==> src/rtl/fpu_pkg.sv <==
// rtl/fpu_pkg.sv - opcode enum, default widths and record layouts for the fpu dispatcher
package fpu_pkg;

   localparam int FP_EXP_W  = 8;
   localparam int FP_MAN_W  = 23;
   localparam int FP_WORD_W = FP_EXP_W + FP_MAN_W + 1;
   localparam int FP_OP_W   = 3;

   typedef enum logic [FP_OP_W-1:0] {
      OP_ADD = 3'b000,
      OP_SUB = 3'b001,
      OP_MUL = 3'b010,
      OP_DIV = 3'b011
   } fpu_op_e;

   // Command record as queued ahead of the fpu (default word width)
   typedef struct packed {
      logic [FP_WORD_W-1:0] a;
      logic [FP_WORD_W-1:0] b;
      fpu_op_e              op;
   } cmd_t;

   // Response record as queued behind the fpu (default word width)
   typedef struct packed {
      logic [FP_WORD_W-1:0] result;
      logic                 exception;
      fpu_op_e              op;
   } rsp_t;

endpackage

==> src/rtl/fpu_sync_fifo.sv <==
// rtl/fpu_sync_fifo.sv - synchronous FIFO with first-word-fall-through read
module fpu_sync_fifo #(
   parameter int WIDTH = 8,
   parameter int DEPTH = 4
) (
   input  logic                   clk,
   input  logic                   rst,
   input  logic                   push_i,
   input  logic [WIDTH-1:0]       push_data_i,
   input  logic                   pop_i,
   output logic [WIDTH-1:0]       pop_data_o,
   output logic                   full_o,
   output logic                   empty_o,
   output logic [$clog2(DEPTH):0] count_o
);

   localparam int AW = $clog2(DEPTH);

   logic [WIDTH-1:0] mem_q [DEPTH];
   logic [AW-1:0]    wr_ptr_q, wr_ptr_d;
   logic [AW-1:0]    rd_ptr_q, rd_ptr_d;
   logic [AW:0]      count_q, count_d;
   logic             wr_en, rd_en;

   // Pushes into a full FIFO and pops from an empty one are ignored
   assign wr_en      = push_i && !full_o;
   assign rd_en      = pop_i && !empty_o;
   assign full_o     = (count_q == (AW+1)'(DEPTH));
   assign empty_o    = (count_q == '0);
   assign count_o    = count_q;
   assign pop_data_o = mem_q[rd_ptr_q];

   // Pointer and occupancy next-state; DEPTH is a power of two so pointers wrap freely
   always_comb begin
      wr_ptr_d = wr_ptr_q;
      rd_ptr_d = rd_ptr_q;
      count_d  = count_q;
      if (wr_en) wr_ptr_d = wr_ptr_q + AW'(1);
      if (rd_en) rd_ptr_d = rd_ptr_q + AW'(1);
      case ({wr_en, rd_en})
         2'b10:   count_d = count_q + (AW+1)'(1);
         2'b01:   count_d = count_q - (AW+1)'(1);
         default: count_d = count_q;
      endcase
   end

   // Pointer and occupancy registers
   always_ff @(posedge clk) begin
      if (rst) begin
         wr_ptr_q <= '0;
         rd_ptr_q <= '0;
         count_q  <= '0;
      end else begin
         wr_ptr_q <= wr_ptr_d;
         rd_ptr_q <= rd_ptr_d;
         count_q  <= count_d;
      end
   end

   // Storage array; contents are meaningless while empty so it carries no reset
   always_ff @(posedge clk) begin
      if (wr_en) mem_q[wr_ptr_q] <= push_data_i;
   end

endmodule

==> src/rtl/fpu_op_dispatch.sv <==
// rtl/fpu_op_dispatch.sv - credit-limited in-order command issue and response capture for the fpu (option: FPU_DISPATCH_EXC_STICKY_EN)
module fpu_op_dispatch
   import fpu_pkg::*;
#(
   parameter int EXPONENT_WIDTH = 8,
   parameter int MANTISSA_WIDTH = 23,
   parameter int DEPTH          = 4
) (
   input  logic                                clk,
   input  logic                                rst,
   input  logic                                cmd_valid,
   output logic                                cmd_ready,
   input  logic [EXPONENT_WIDTH+MANTISSA_WIDTH:0] cmd_a,
   input  logic [EXPONENT_WIDTH+MANTISSA_WIDTH:0] cmd_b,
   input  logic [2:0]                          cmd_op,
   output logic                                fpu_valid_in,
   output logic [EXPONENT_WIDTH+MANTISSA_WIDTH:0] fpu_operand_a,
   output logic [EXPONENT_WIDTH+MANTISSA_WIDTH:0] fpu_operand_b,
   output logic [2:0]                          fpu_operation,
   input  logic                                fpu_valid_out,
   input  logic [EXPONENT_WIDTH+MANTISSA_WIDTH:0] fpu_result,
   input  logic                                fpu_exception,
   output logic                                rsp_valid,
   input  logic                                rsp_ready,
   output logic [EXPONENT_WIDTH+MANTISSA_WIDTH:0] rsp_result,
   output logic                                rsp_exception,
   output logic [2:0]                          rsp_op,
   output logic                                busy,
`ifdef FPU_DISPATCH_EXC_STICKY_EN
   input  logic                                exc_clear,
   output logic                                exc_sticky,
`endif
   output logic                                proto_err
);

   localparam int W     = EXPONENT_WIDTH + MANTISSA_WIDTH + 1;
   localparam int CW    = $clog2(DEPTH) + 1;
   localparam int CMD_W = 2*W + FP_OP_W;
   localparam int RSP_W = W + 1 + FP_OP_W;

   logic [CMD_W-1:0]   cmd_head;
   logic               cmd_full, cmd_empty, cmd_push;
   logic [CW-1:0]      cmd_count, tag_count, rsp_count, credits;
   logic [FP_OP_W-1:0] tag_head;
   logic               tag_full, tag_empty;
   logic [RSP_W-1:0]   rsp_head;
   logic               rsp_full, rsp_empty, rsp_pop;
   logic               issue, capture;
   logic               unused_fifo;

   logic               fpu_valid_q, fpu_valid_d;
   logic [W-1:0]       fpu_a_q, fpu_a_d, fpu_b_q, fpu_b_d;
   logic [FP_OP_W-1:0] fpu_op_q, fpu_op_d;
   logic               proto_err_q, proto_err_d;

   // The tag FIFO occupancy is the in-flight count; every in-flight op and every
   // queued response holds one credit, so neither downstream FIFO can overflow.
   assign credits   = CW'(DEPTH) - tag_count - rsp_count;
   assign issue     = !cmd_empty && (credits != '0);
   assign capture   = fpu_valid_out && !tag_empty;
   assign cmd_ready = !rst && !cmd_full;
   assign cmd_push  = cmd_valid && cmd_ready;
   assign rsp_valid = !rst && !rsp_empty;
   assign rsp_pop   = rsp_valid && rsp_ready;
   assign busy      = !rst && (!cmd_empty || !tag_empty || !rsp_empty);

   // Response fields read as zero whenever nothing is being offered
   assign {rsp_result, rsp_exception, rsp_op} = rsp_valid ? rsp_head : '0;

   assign fpu_valid_in  = fpu_valid_q;
   assign fpu_operand_a = fpu_a_q;
   assign fpu_operand_b = fpu_b_q;
   assign fpu_operation = fpu_op_q;
   assign proto_err     = proto_err_q;

   assign unused_fifo = ^{cmd_count, tag_full, rsp_full};

   fpu_sync_fifo #(.WIDTH(CMD_W), .DEPTH(DEPTH)) u_cmd_fifo (
      .clk(clk), .rst(rst),
      .push_i(cmd_push), .push_data_i({cmd_a, cmd_b, cmd_op}),
      .pop_i(issue), .pop_data_o(cmd_head),
      .full_o(cmd_full), .empty_o(cmd_empty), .count_o(cmd_count)
   );

   fpu_sync_fifo #(.WIDTH(FP_OP_W), .DEPTH(DEPTH)) u_tag_fifo (
      .clk(clk), .rst(rst),
      .push_i(issue), .push_data_i(cmd_head[FP_OP_W-1:0]),
      .pop_i(capture), .pop_data_o(tag_head),
      .full_o(tag_full), .empty_o(tag_empty), .count_o(tag_count)
   );

   fpu_sync_fifo #(.WIDTH(RSP_W), .DEPTH(DEPTH)) u_rsp_fifo (
      .clk(clk), .rst(rst),
      .push_i(capture), .push_data_i({fpu_result, fpu_exception, tag_head}),
      .pop_i(rsp_pop), .pop_data_o(rsp_head),
      .full_o(rsp_full), .empty_o(rsp_empty), .count_o(rsp_count)
   );

   // Issue registers load the queue head on issue and otherwise hold the last op
   always_comb begin
      fpu_valid_d = issue;
      fpu_a_d     = fpu_a_q;
      fpu_b_d     = fpu_b_q;
      fpu_op_d    = fpu_op_q;
      if (issue) {fpu_a_d, fpu_b_d, fpu_op_d} = cmd_head;
      proto_err_d = fpu_valid_out && tag_empty;
   end

   // Issue strobe, operand and protocol-error registers
   always_ff @(posedge clk) begin
      if (rst) begin
         fpu_valid_q <= 1'b0;
         fpu_a_q     <= '0;
         fpu_b_q     <= '0;
         fpu_op_q    <= '0;
         proto_err_q <= 1'b0;
      end else begin
         fpu_valid_q <= fpu_valid_d;
         fpu_a_q     <= fpu_a_d;
         fpu_b_q     <= fpu_b_d;
         fpu_op_q    <= fpu_op_d;
         proto_err_q <= proto_err_d;
      end
   end

`ifdef FPU_DISPATCH_EXC_STICKY_EN
   logic exc_sticky_q, exc_sticky_d;

   // Sticky exception: a delivered exception takes priority over a clear
   always_comb begin
      exc_sticky_d = exc_sticky_q;
      if (exc_clear) exc_sticky_d = 1'b0;
      if (rsp_pop && rsp_exception) exc_sticky_d = 1'b1;
   end

   // Sticky exception register
   always_ff @(posedge clk) begin
      if (rst) exc_sticky_q <= 1'b0;
      else     exc_sticky_q <= exc_sticky_d;
   end

   assign exc_sticky = exc_sticky_q;
`endif

endmodule

==> config.mk <==
export PLATFORM = sky130hd
export DESIGN_NAME = fpu_op_dispatch
export DESIGN_NICKNAME = d
export VERILOG_FILES = /design/src/rtl/fpu_pkg.sv /design/src/rtl/fpu_sync_fifo.sv /design/src/rtl/fpu_op_dispatch.sv
export SDC_FILE = /design/constraint.sdc
export NUM_CORES = 1
export LEC_CHECK = 0
export CORE_UTILIZATION = 56
export CTS_CLUSTER_DIAMETER = 100
export DETAILED_ROUTE_END_ITERATION = 7
export PLACE_DENSITY = 0.87
export SYNTH_ARGS = -nofsm -noshare
export SYNTH_HDL_FRONTEND = slang
export SYNTH_SLANG_ARGS = --single-unit
==> constraint.sdc <==
create_clock -name clk -period 5.2 [get_ports clk]
set_clock_uncertainty 0.2 [all_clocks]
set_input_delay 1.04 -clock clk [delete_from_list [all_inputs] [get_ports clk]]
set_output_delay 1.04 -clock clk [all_outputs]
set_load 0.05 [all_outputs]
==> impl_results.md <==
* Post-synth EDFFs at roughly 420
* Final Hold Vio Count at 0
* Fin. max-slew vios at 0
* Clock Pin Slew Worst Setup and Hold Paths at ~0.060 ns
* Commonest cells in the netlist: 424 x edfxtp_1, 136 x nand2b_1, 106 x mux4_2
* Die width at 191.0 um
* Leakage at 8.167 nW
* Peak VDD IR at about 0.43 mV
* Total track usage at 0.2131
* Clock buffer depth at 3
* CTS resizes at 0
* Syn Nets at 1184
* Max Clk Rate at between 0.2 and 0.25 GHz
* Slowest CP cell: dfxtp_2
* CTS tree: built
* Vias in the first global route at ~10000
* Top cell type's share of synthesized area at 0.6365
* Pre-CTS setup slack at 1.229 ns
* Power per Cell Area at just under 500 nW/um^2
* Fin Hold WS at between 0.2 and 0.3 ns
* Largest area contributor in the netlist: edfxtp_1
* Seq/Total Area, Yosys at 0.7326
* I/O Pins at 213
* Die area at between 30000 and 40000 um^2
* Row count at 68
* Yosys cell types at 37
* H-Tree Depth at 2
* Worst Setup End Kind: primary output
* Final period utilization at 0.8117
* Post-CTS Setup Inserts at 0
* CP Max Fanout at 21
* Pin count of the biggest net entering global routing at 79
* Worst-margin pin slew at about 1.0 ns
* Crit path buffers/inverters at 2
* Routed WL per cell at between 20 and 25 um
* Status: finished, final reports clean
* Final instance area at roughly 24000 um^2
* CTS root buf: clkbuf_16
* Post-route ant nets at 0
* Clock latency on the worst-skew pair at 0.55 ns
* Area grow syn2layout at 21.50%
* Global-route wire length before repair at 58.34 mm
* Synth Register Bits at 520
* Share of post-route cells with drive strength above 1 at 0.1621
* Cells along the critical path: buf_12 -> mux4_2 -> and2_1 -> clkdlybuf4s50_1
* PortBufs at roughly 210
* Crit-path max cell delay at about 0.71 ns
* Critical path class: flip-flop to primary output
* CTS sink cnt at between 500 and 600
* Worst Path Arrival at 2.98 ns
* Largest cells by area after synthesis: edfxtp_1 64%, mux4_2 12%, dfxtp_1 9.6%, nand2b_1 4.3%, mux2i_1 3.5%
* Core area at 34880 um^2
* Delay-heaviest family, CP: buffers and inverters
* HPWL after detailed placement at 23.10 mm
* Synth warn at 0
* Tmin final at ~4.2 ns
* Total Negative Setup Slacks at 0 ns
* CTS Hold Bufs at 0
* Cts bufs inserted at 50
* Mean area per synthesized cell at ~19 um^2
* Via Count at 9961
* Final setup margin at 0.9793 ns
* Die H at 191.0 um
* RSZ-0062 raised after global routing: false
* 1st-pass router iterations at 6
* Final count of negative-setup-slack endpoints at 0
* Max-cap violations at 0
* Async set or reset register ratio after synthesis at 0
* Initial Utilization at 0.5734
* Cell area after placement at roughly 23000 um^2
* Gr ovfl total at 0
* Total wire length at 38.37 mm
* Most frequent cell after synthesis: edfxtp_1
* Top FF cell, synth: edfxtp_1
* Worst min-delay path class: flip-flop to flip-flop
* Antenna violations before repair at 4
* Synthesized area at 20000 um^2
* Layout fillers at 2107
* Routability cong. at 0.7233
* DRC viols at 0
* DR iter-0 viols at 750
* Crit path launch type: flip-flop
* Layout net count at between 1000 and 1500
* Worst endpoint required time at 3.96 ns
* Slew headroom at 0.3003
* DR vias/cell at around 5.6
* Mapped Cells at 1058
## worst register-to-register path, cell delays in order, from the launching register on
cell	delay, ns
dfxtp_1	0.40
inv_1	0.11
ha_1	0.21
ha_1	0.31
or2_2	0.35
o21ai_4	0.69
inv_1	0.21
ha_1	0.29
inv_1	0.07
fa_1	0.17
xor2_1	0.08
or3_1	0.31
a21oi_1	0.15
## placed cells by master (no fill, tap or decap), types with 5 or more instances in the layout
cell,instances
dfxtp_1,93
clkinv_2,8
mux2i_1,69
ha_1,18
clkbuf_8,6
a21oi_1,7
inv_1,23
clkbuf_1,11
and2_1,40
nor2_1,25
edfxtp_1,424
buf_4,12
clkdlybuf4s50_1,211
bufinv_16,5
xnor2_1,6
xor2_1,10
nand2b_1,136
clkinv_1,8
clkbuf_16,51
mux4_2,106
## state kept, by name, indices dropped and copies added, names as in the netlist, named ones only
name / count
u_cmd_fifo.wr_ptr_q: 2
fpu_operation: 3
u_tag_fifo.count_o: 3
u_rsp_fifo.rd_ptr_q: 2
proto_err: 1
u_cmd_fifo.count_o: 3
fpu_valid_in: 1
u_rsp_fifo.count_o: 3
u_rsp_fifo.wr_ptr_q: 2
u_cmd_fifo.mem_q: 268
u_cmd_fifo.rd_ptr_q: 2
fpu_operand_b: 32
u_tag_fifo.wr_ptr_q: 2
u_rsp_fifo.mem_q: 144
u_tag_fifo.mem_q: 12
u_tag_fifo.rd_ptr_q: 2
fpu_operand_a: 32
## cells by family (layout without fill, tap and decap cells)
family,Yosys count,count (layout),share of synthesized area
flip-flops,520,520,0.7326
AND/OR/NAND/NOR,228,228,0.06781
multiplexers,178,178,0.1556
buffers and inverters,75,343,0.01639
adder cells (fa/ha/maj),21,21,0.01426
AO/OA/AOI/OAI,20,20,0.006381
XOR/XNOR,16,16,0.007005
other,0,1,0
## report_power, final
group	switching (mW)	internal [mW]	leakage [nW]
Combinational	1.67	1.34	2.72
Sequential	0.348	4.98	4.63
Clock	1.48	2.14	0.813
## routing by layer
layer	track usage	vias up	wire, um
met5	0	-	41
met4	0.06277	6	802
met3	0.05361	69	2852
met2	0.3591	344	19470
met1	0.2737	5040	15200
li1	-	4502	-
## path summary, 6_finish.rpt
| path | start | to | slack, ns | depth (start not counted) |
|---|---|---|---|---|
| worst max-delay path | flip-flop | rsp_result[14] | 0.98 | 4 |
| worst min-delay path | fpu_operand_b[14] | fpu_operand_b[14] | 0.27 | 2 |
| worst max register to register | u_tag_fifo.count_o[0] | u_cmd_fifo.count_o[2] | 1.59 | 12 |
| worst min register to register | fpu_operand_b[14] | fpu_operand_b[14] | 0.27 | 2 |
## stage by stage
stage,power (mW),util,cells
5_1_grt,12.43,0.6966,1781
3_5_place_dp,8.429,0.6492,1688
2_1_floorplan,7.518,-,1058
3_3_place_gp,8.316,0.6492,1688
6_report,11.95,0.6967,1782
4_1_cts,12.04,0.6966,1781
## final cells by class
| type | instances | area (um^2) | area share |
|---|---|---|---|
| Antenna cell | 1 | 2.502 | 0.0001030 |
| Clock buffer | 68 | 1400 | 0.05761 |
| Multi-Input combinational cell | 463 | 5046 | 0.2076 |
| Tap cell | 455 | 569.3 | 0.02342 |
| Clock inverter | 25 | 254.0 | 0.01045 |
| Sequential cell | 520 | 14660 | 0.6033 |
| Inverter | 23 | 86.33 | 0.003552 |
| Timing Repair Buffer | 227 | 2282 | 0.09390 |
Power figures use the tool's default switching activity.
